==> src/rtl/apb_initiator_if.sv <==
// Bundles the request/response handshake and the APB3 bus of the
// apb_initiator. The master modport is the initiator's view; the slave
// modport is the view of whatever sits on the other side (requester plus
// responders, e.g. a testbench).
interface apb_initiator_if #(
  parameter int NR_SLAVES = 4,
  parameter int ADDR_W    = 5
);
  // Request channel
  logic                      req_valid;
  logic                      req_ready;
  logic                      req_write;
  logic [31:0]               req_addr;
  logic [31:0]               req_wdata;
  // Response channel
  logic                      resp_valid;
  logic                      resp_ready;
  logic [31:0]               resp_rdata;
  logic                      resp_err;
  // APB3 bus
  logic [NR_SLAVES-1:0]      PSEL;
  logic                      PENABLE;
  logic                      PWRITE;
  logic [ADDR_W-1:0]         PADDR;
  logic [31:0]               PWDATA;
  logic [32*NR_SLAVES-1:0]   PRDATA;
  logic [NR_SLAVES-1:0]      PREADY;
  logic [NR_SLAVES-1:0]      PSLVERR;

  modport master (
    input  req_valid, req_write, req_addr, req_wdata, resp_ready,
    input  PRDATA, PREADY, PSLVERR,
    output req_ready, resp_valid, resp_rdata, resp_err,
    output PSEL, PENABLE, PWRITE, PADDR, PWDATA
  );

  modport slave (
    output req_valid, req_write, req_addr, req_wdata, resp_ready,
    output PRDATA, PREADY, PSLVERR,
    input  req_ready, resp_valid, resp_rdata, resp_err,
    input  PSEL, PENABLE, PWRITE, PADDR, PWDATA
  );
endinterface

==> src/rtl/apb_initiator.sv <==
// APB3 requester: converts a valid/ready request into an APB SETUP/ACCESS
// transfer to one of up to four responders, returns read data plus an error
// flag, and bounds every ACCESS phase with an optional timeout.
// The interface instance must be parameterised with the same NR_SLAVES and
// ADDR_W as this module.
module apb_initiator #(
  parameter int NR_SLAVES = 4,
  parameter int ADDR_W    = 5,
  parameter int TIMEOUT   = 255
) (
  input  logic            clk,
  input  logic            reset,
  apb_initiator_if.master bus
);

  typedef enum logic [1:0] {
    IDLE   = 2'd0,
    SETUP  = 2'd1,
    ACCESS = 2'd2,
    RESP   = 2'd3
  } state_t;

  // A zero TIMEOUT disables the watchdog; otherwise the transfer is killed
  // on the ACCESS edge where the counter has reached TIMEOUT-1.
  localparam bit          TMO_EN   = (TIMEOUT != 0);
  localparam logic [15:0] TMO_LAST = TMO_EN ? 16'(TIMEOUT - 1) : 16'd0;

  state_t                 state_reg, state_next;
  logic [NR_SLAVES-1:0]   psel_reg, psel_next;
  logic                   penable_reg, penable_next;
  logic                   pwrite_reg, pwrite_next;
  logic [ADDR_W-1:0]      paddr_reg, paddr_next;
  logic [31:0]            pwdata_reg, pwdata_next;
  logic                   resp_valid_reg, resp_valid_next;
  logic [31:0]            resp_rdata_reg, resp_rdata_next;
  logic                   resp_err_reg, resp_err_next;
  logic [15:0]            tmo_cnt_reg, tmo_cnt_next;

  // Responder index decode from the request address
  logic [1:0] req_idx;
  logic       idx_ok;
  assign req_idx = bus.req_addr[ADDR_W+1:ADDR_W];
  assign idx_ok  = ({1'b0, req_idx} < 3'(NR_SLAVES));

  // Address bits above the responder index carry no meaning here
  logic unused_addr_bits;
  assign unused_addr_bits = &{1'b0, bus.req_addr[31:ADDR_W+2]};

  // Selected-responder mux: the one-hot PSEL masks every responder so that
  // unselected PREADY/PSLVERR/PRDATA can never leak into the response.
  logic [NR_SLAVES-1:0] ready_masked;
  logic [NR_SLAVES-1:0] err_masked;
  logic [31:0]          rdata_terms [NR_SLAVES];
  logic                 sel_ready;
  logic                 sel_err;
  logic [31:0]          sel_rdata;

  genvar gi;
  generate
    for (gi = 0; gi < NR_SLAVES; gi++) begin : g_sel
      assign ready_masked[gi] = bus.PREADY[gi] & psel_reg[gi];
      assign err_masked[gi]   = bus.PSLVERR[gi] & psel_reg[gi];
      assign rdata_terms[gi]  = bus.PRDATA[32*gi +: 32] & {32{psel_reg[gi]}};
    end
  endgenerate

  assign sel_ready = |ready_masked;
  assign sel_err   = |err_masked;

  // OR-combine the masked read data slices
  always_comb begin
    sel_rdata = 32'd0;
    for (int i = 0; i < NR_SLAVES; i++) begin
      sel_rdata = sel_rdata | rdata_terms[i];
    end
  end

  logic tmo_expire;
  assign tmo_expire = TMO_EN && (tmo_cnt_reg == TMO_LAST);

  // State and registered-output register; reset abandons any transfer
  always_ff @(posedge clk) begin
    if (reset) begin
      state_reg      <= IDLE;
      psel_reg       <= '0;
      penable_reg    <= 1'b0;
      pwrite_reg     <= 1'b0;
      paddr_reg      <= '0;
      pwdata_reg     <= 32'd0;
      resp_valid_reg <= 1'b0;
      resp_rdata_reg <= 32'd0;
      resp_err_reg   <= 1'b0;
      tmo_cnt_reg    <= 16'd0;
    end else begin
      state_reg      <= state_next;
      psel_reg       <= psel_next;
      penable_reg    <= penable_next;
      pwrite_reg     <= pwrite_next;
      paddr_reg      <= paddr_next;
      pwdata_reg     <= pwdata_next;
      resp_valid_reg <= resp_valid_next;
      resp_rdata_reg <= resp_rdata_next;
      resp_err_reg   <= resp_err_next;
      tmo_cnt_reg    <= tmo_cnt_next;
    end
  end

  // Next-state logic
  always_comb begin
    state_next = state_reg;
    case (state_reg)
      IDLE:    if (bus.req_valid) state_next = idx_ok ? SETUP : RESP;
      SETUP:   state_next = ACCESS;
      ACCESS:  if (sel_ready || tmo_expire) state_next = RESP;
      RESP:    if (bus.resp_ready) state_next = IDLE;
      default: state_next = IDLE;
    endcase
  end

  // Output logic: next values of every registered output
  always_comb begin
    psel_next       = psel_reg;
    penable_next    = penable_reg;
    pwrite_next     = pwrite_reg;
    paddr_next      = paddr_reg;
    pwdata_next     = pwdata_reg;
    resp_valid_next = resp_valid_reg;
    resp_rdata_next = resp_rdata_reg;
    resp_err_next   = resp_err_reg;
    tmo_cnt_next    = tmo_cnt_reg;
    case (state_reg)
      IDLE: begin
        if (bus.req_valid) begin
          pwrite_next = bus.req_write;
          paddr_next  = bus.req_addr[ADDR_W-1:0];
          pwdata_next = bus.req_wdata;
          if (idx_ok) begin
            for (int i = 0; i < NR_SLAVES; i++) begin
              psel_next[i] = (req_idx == 2'(i));
            end
            penable_next = 1'b0;
          end else begin
            // Nonexistent responder: answer immediately with an error
            resp_valid_next = 1'b1;
            resp_err_next   = 1'b1;
            resp_rdata_next = 32'hffff_ffff;
          end
        end
      end
      SETUP: begin
        penable_next = 1'b1;
        tmo_cnt_next = 16'd0;
      end
      ACCESS: begin
        if (sel_ready) begin
          // A PREADY on the expiry edge still completes normally
          psel_next       = '0;
          penable_next    = 1'b0;
          resp_valid_next = 1'b1;
          resp_err_next   = sel_err;
          resp_rdata_next = pwrite_reg ? 32'd0 : sel_rdata;
        end else if (tmo_expire) begin
          psel_next       = '0;
          penable_next    = 1'b0;
          resp_valid_next = 1'b1;
          resp_err_next   = 1'b1;
          resp_rdata_next = 32'hffff_ffff;
        end else begin
          tmo_cnt_next = tmo_cnt_reg + 16'd1;
        end
      end
      RESP: begin
        if (bus.resp_ready) resp_valid_next = 1'b0;
      end
      default: ;
    endcase
  end

  assign bus.req_ready  = (state_reg == IDLE);
  assign bus.PSEL       = psel_reg;
  assign bus.PENABLE    = penable_reg;
  assign bus.PWRITE     = pwrite_reg;
  assign bus.PADDR      = paddr_reg;
  assign bus.PWDATA     = pwdata_reg;
  assign bus.resp_valid = resp_valid_reg;
  assign bus.resp_rdata = resp_rdata_reg;
  assign bus.resp_err   = resp_err_reg;

endmodule

==> src/flat_wrapper.sv <==
// flat-port wrapper written by rule: the top's interface ports become plain ports
module apb_initiator_flat 
#(
  parameter int NR_SLAVES = 4,
  parameter int ADDR_W    = 5,
  parameter int TIMEOUT   = 255
)
  (clk, reset, bus_req_valid, bus_req_write, bus_req_addr, bus_req_wdata, bus_resp_ready, bus_PRDATA, bus_PREADY, bus_PSLVERR, bus_req_ready, bus_resp_valid, bus_resp_rdata, bus_resp_err, bus_PSEL, bus_PENABLE, bus_PWRITE, bus_PADDR, bus_PWDATA);
  apb_initiator_if #(.NR_SLAVES(NR_SLAVES), .ADDR_W(ADDR_W)) bus_i ();
  input  logic clk;
  input  logic reset;
  input wire logic [$bits(bus_i.req_valid)-1:0] bus_req_valid;
  input wire logic [$bits(bus_i.req_write)-1:0] bus_req_write;
  input wire logic [$bits(bus_i.req_addr)-1:0] bus_req_addr;
  input wire logic [$bits(bus_i.req_wdata)-1:0] bus_req_wdata;
  input wire logic [$bits(bus_i.resp_ready)-1:0] bus_resp_ready;
  input wire logic [$bits(bus_i.PRDATA)-1:0] bus_PRDATA;
  input wire logic [$bits(bus_i.PREADY)-1:0] bus_PREADY;
  input wire logic [$bits(bus_i.PSLVERR)-1:0] bus_PSLVERR;
  output wire logic [$bits(bus_i.req_ready)-1:0] bus_req_ready;
  output wire logic [$bits(bus_i.resp_valid)-1:0] bus_resp_valid;
  output wire logic [$bits(bus_i.resp_rdata)-1:0] bus_resp_rdata;
  output wire logic [$bits(bus_i.resp_err)-1:0] bus_resp_err;
  output wire logic [$bits(bus_i.PSEL)-1:0] bus_PSEL;
  output wire logic [$bits(bus_i.PENABLE)-1:0] bus_PENABLE;
  output wire logic [$bits(bus_i.PWRITE)-1:0] bus_PWRITE;
  output wire logic [$bits(bus_i.PADDR)-1:0] bus_PADDR;
  output wire logic [$bits(bus_i.PWDATA)-1:0] bus_PWDATA;
  assign bus_i.req_valid = bus_req_valid;
  assign bus_i.req_write = bus_req_write;
  assign bus_i.req_addr = bus_req_addr;
  assign bus_i.req_wdata = bus_req_wdata;
  assign bus_i.resp_ready = bus_resp_ready;
  assign bus_i.PRDATA = bus_PRDATA;
  assign bus_i.PREADY = bus_PREADY;
  assign bus_i.PSLVERR = bus_PSLVERR;
  assign bus_req_ready = bus_i.req_ready;
  assign bus_resp_valid = bus_i.resp_valid;
  assign bus_resp_rdata = bus_i.resp_rdata;
  assign bus_resp_err = bus_i.resp_err;
  assign bus_PSEL = bus_i.PSEL;
  assign bus_PENABLE = bus_i.PENABLE;
  assign bus_PWRITE = bus_i.PWRITE;
  assign bus_PADDR = bus_i.PADDR;
  assign bus_PWDATA = bus_i.PWDATA;
  apb_initiator #(.NR_SLAVES(NR_SLAVES), .ADDR_W(ADDR_W), .TIMEOUT(TIMEOUT)) u_core (.clk(clk), .reset(reset), .bus(bus_i));
endmodule
==> config.mk <==
export PLATFORM = sky130hd
export DESIGN_NAME = apb_initiator_flat
export DESIGN_NICKNAME = d
export VERILOG_FILES = /design/src/rtl/apb_initiator_if.sv /design/src/rtl/apb_initiator.sv /design/src/flat_wrapper.sv
export SDC_FILE = /design/constraint.sdc
export NUM_CORES = 1
export LEC_CHECK = 0
export CORE_MARGIN = 5
export CORE_UTILIZATION = 39
export DETAILED_ROUTE_END_ITERATION = 16
export PLACE_DENSITY = 0.82
export SLEW_MARGIN = 20
export SYNTH_ARGS = -nofsm -noshare
export SYNTH_HDL_FRONTEND = slang
export SYNTH_SLANG_ARGS = --single-unit
==> constraint.sdc <==
create_clock -name clk -period 2.72 [get_ports clk]
set_clock_uncertainty 0.2 [all_clocks]
set_input_delay 0.544 -clock clk [delete_from_list [all_inputs] [get_ports clk]]
set_output_delay 0.544 -clock clk [all_outputs]
set_load 0.01 [all_outputs]
==> results.md <==
* Largest net degree at the start of global routing at 39
* Die width at 122.8 microns
* Worst path slowest cell: clkdlybuf4s50_1
* Final Power at 4445 uW
* CTS resizes at 0
* Ports at 283
* Slew Limit Fails at 0
* CP Launch Type: flip-flop
* Area of the mapped netlist at 4961 sq um
* Ant diodes at 0
* Vias in the first global route at 5219
* Clock network fraction of total power at 27.2%
* FP Rows at 41
* Hold Path Class: flip-flop to flip-flop
* GRT Total Usage at 22.30%
* First-pass GRT wire length at 27.08 mm
* Asr flop ratio synth at 0%
* Min Tclk post-route at 2363 ps
* CTS tree: yes
* Die area at 15080 sq um
* Switching Fraction at 33.36%
* Worst path arrival time at 1620 ps
* Die height at 122.8 microns
* Setup-failing EPs final at 0
* Relative slew slack at 65.36%
* Clock Tree Buf Depth at 2
* Worst path buffer plus inverter count at 2
* Top_reg_cell synth: dfxtp_1
* Worst-Margin Slew at 519.6 ps
* Int Pwr at 2962 uW
* Num CTS Buffers at 9
* First-pass iteration count of the detailed router at 5
* Hold Buf Count CTS at 0
* Register bit count reported by yosys at 95
* Sequential Power Share at 36.3%
* Clk_lat worst skew at 340 ps
* WL per Instance at 17.11 microns
* Final worst-path cycle share at 86.87%
* Final setup TNS at 0 ps
* Worst hold endpoint: u_core.bus.resp_rdata[25]
* Final #Nets at 1081
* Gr ovfl total at 0
* Initial antenna violation count at 0
* ANT nets after route at 0
* Cell depth of the worst flop-to-flop path at 6
* RR Startpoint: u_core.tmo_cnt_reg[1]
* Post-synth EDFFs at 0
* Final hold violation count at 0
* Drt first-iter violations at 425
* FF-to-FF setup slack at 570 ps
* Maximum VDD drop at 0.3830 mV
* IO buf count at 257
* Syn_area_per_cell at 7.788 sq um
* Worst path required time at 1980 ps
* Setup repair bufs after CTS at 0
* Core area at 12570 sq um
* Distinct cells, synth at 53
* Design Area, Final at 7925 sq um
* Area growth syn-to-layout at 59.75%
* Logic pwr share at 36.5%
* Psw at 1483 uW
* Root buffer cell: clkbuf_16
* Number of remaining DRC errors at 0
* Min-delay src: u_core.bus.resp_rdata[25]
* Via count at 5570
* Pwr Density at 560.8 nW/um^2
* Syn. warnings at 0
* Setup Crit Path Kind: flip-flop to output pin
* Delay-heaviest family, CP: buffers and inverters
* RSZ-0062 raised after global routing: false
* Layout cells sized above 1 at 7.102%
* TritonCTS Sinks at 95
* Slowest stage delay, CP at 580 ps
* Worst R2R End: u_core.tmo_cnt_reg[4]
* Syn Inst Count at 637
* Post-Route WL at 17.88 mm
* Clk pin slew, worst setup/hold paths at 70 ps
* Highest clock rate at 423.2 MHz
* Initial core utilization at 39.47%
* Syn nets at 850
* Placed Area at 7644 sq um
* P_leak at 0.002730 uW
* Register area share after synthesis at 38.34%
* MaxCap Viol Count at 0
* Hold Path Cell Cnt at 2
* Number of H-tree levels at 3
* Status: finished clean
* DP HPWL at 13.65 mm
* Vias per Instance at 5.330
* RD Place Congestion at 0.8582
* CP Cell Sequence: inv_1 > ha_1 > clkdlybuf4s50_1
* CP Capture Type: output pin
* Crit-path max FO at 5
==> through the flow <==
stage	util (%)	hold slack, ps	std cells	worst slack, ps
CTS	63.06	246.4	1045	342.8
floorplan	-	267.7	637	787.7
global placement	60.82	230.7	1029	164.0
finish	63.06	243.2	1045	357.2
detailed placement	60.82	235.2	1029	135.2
global route	63.06	263.2	1045	281.6
==> Yosys cell counts (all sizes together), types with 3 or more instances <==
library cell | number | area share [%]
a21oi | 105 | 11
dfxtp | 95 | 38
nand2 | 95 | 7.2
a22oi | 66 | 10
inv | 41 | 3.1
o21ai | 40 | 4.3
clkbuf | 38 | 3.0
buf | 21 | 3.0
nor2 | 21 | 1.6
nand4 | 17 | 2.1
a31oi | 12 | 1.8
nand2b | 10 | 1.3
nand3 | 10 | 1.0
ha | 8 | 2.0
a31o | 7 | 1.2
a311oi | 5 | 0.88
and4 | 5 | 0.88
and2 | 4 | 0.50
o311ai | 4 | 0.71
mux2i | 3 | 0.61
nor4 | 3 | 0.50
nor4b | 3 | 0.66
==> cell type report <==
class | count | area [sq um]
flip-flops and latches | 95 | 1902
fillers | 1075 | 4643
inverters | 41 | 153.9
well taps | 172 | 215.2
clock buffers | 10 | 229.0
repair buffers | 279 | 2758
clock inverters | 6 | 52.55
multi-input cells | 442 | 2615
==> cells by family (layout without fill, tap and decap cells) <==
logic type               after synthesis  count (layout)  synth area share [%]
flip-flops                            95              95                 38.34
multiplexers                           3               3                0.6053
AO/OA/AOI/OAI                        253             253                 32.71
buffers and inverters                100             336                 9.029
AND/OR/NAND/NOR                      178             178                 17.30
adder cells (fa/ha/maj)                8               8                 2.018
==> per-layer routing <==
metal  global-route usage [%]  wire length, microns  vias up
met5                        0                     0        -
li1                         -                     -     2750
met4                    7.488                   506        0
met1                    25.97                  6690     2581
met2                    39.49                  9124      207
met3                    5.853                  1560       32
==> cell usage in the layout (no fill, tap or decap), types with 11 or more instances in the layout <==
cell,n
inv_1,41
clkdlybuf4s50_1,256
nand2_1,95
a21oi_1,95
a22oi_1,66
nand4_1,17
a31oi_1,11
nor2_1,21
o21ai_0,38
buf_4,20
dfxtp_1,95
==> power by group through the flow <==
stage                     clock (uW)  sequential, uW  combinational (uW)
after CTS                       1240            1610                1630
final                           1210            1610                1620
after floorplan                    0            1690                 804
after detailed placement           0            1640                1620
after global routing            1290            1630                1770
after global placement             0            1640                1600
==> how the worst max path moves through the flow <==
stage	start	end	slack (ps)	cells past startpoint
floorplan	bus_PREADY[0]	u_core.bus.resp_rdata[10]	790	6
global placement	bus_PREADY[2]	u_core.tmo_cnt_reg[5]	160	6
detailed placement	bus_PREADY[2]	u_core.tmo_cnt_reg[5]	140	6
CTS	u_core.state_reg[1]	bus_req_ready	340	3
global route	u_core.state_reg[0]	bus_req_ready	280	3
finish	u_core.state_reg[1]	bus_req_ready	360	3
==> worst reg2reg max path: cells and delay by family (launching register included) <==
kind,cells,cell delay (ps)
adder cells (fa/ha/maj),1,200
AND/OR/NAND/NOR,2,590
AO/OA/AOI/OAI,2,340
buffers and inverters,1,290
flip-flops,1,420
No activity file was read; power rests on OpenSTA's default activity.
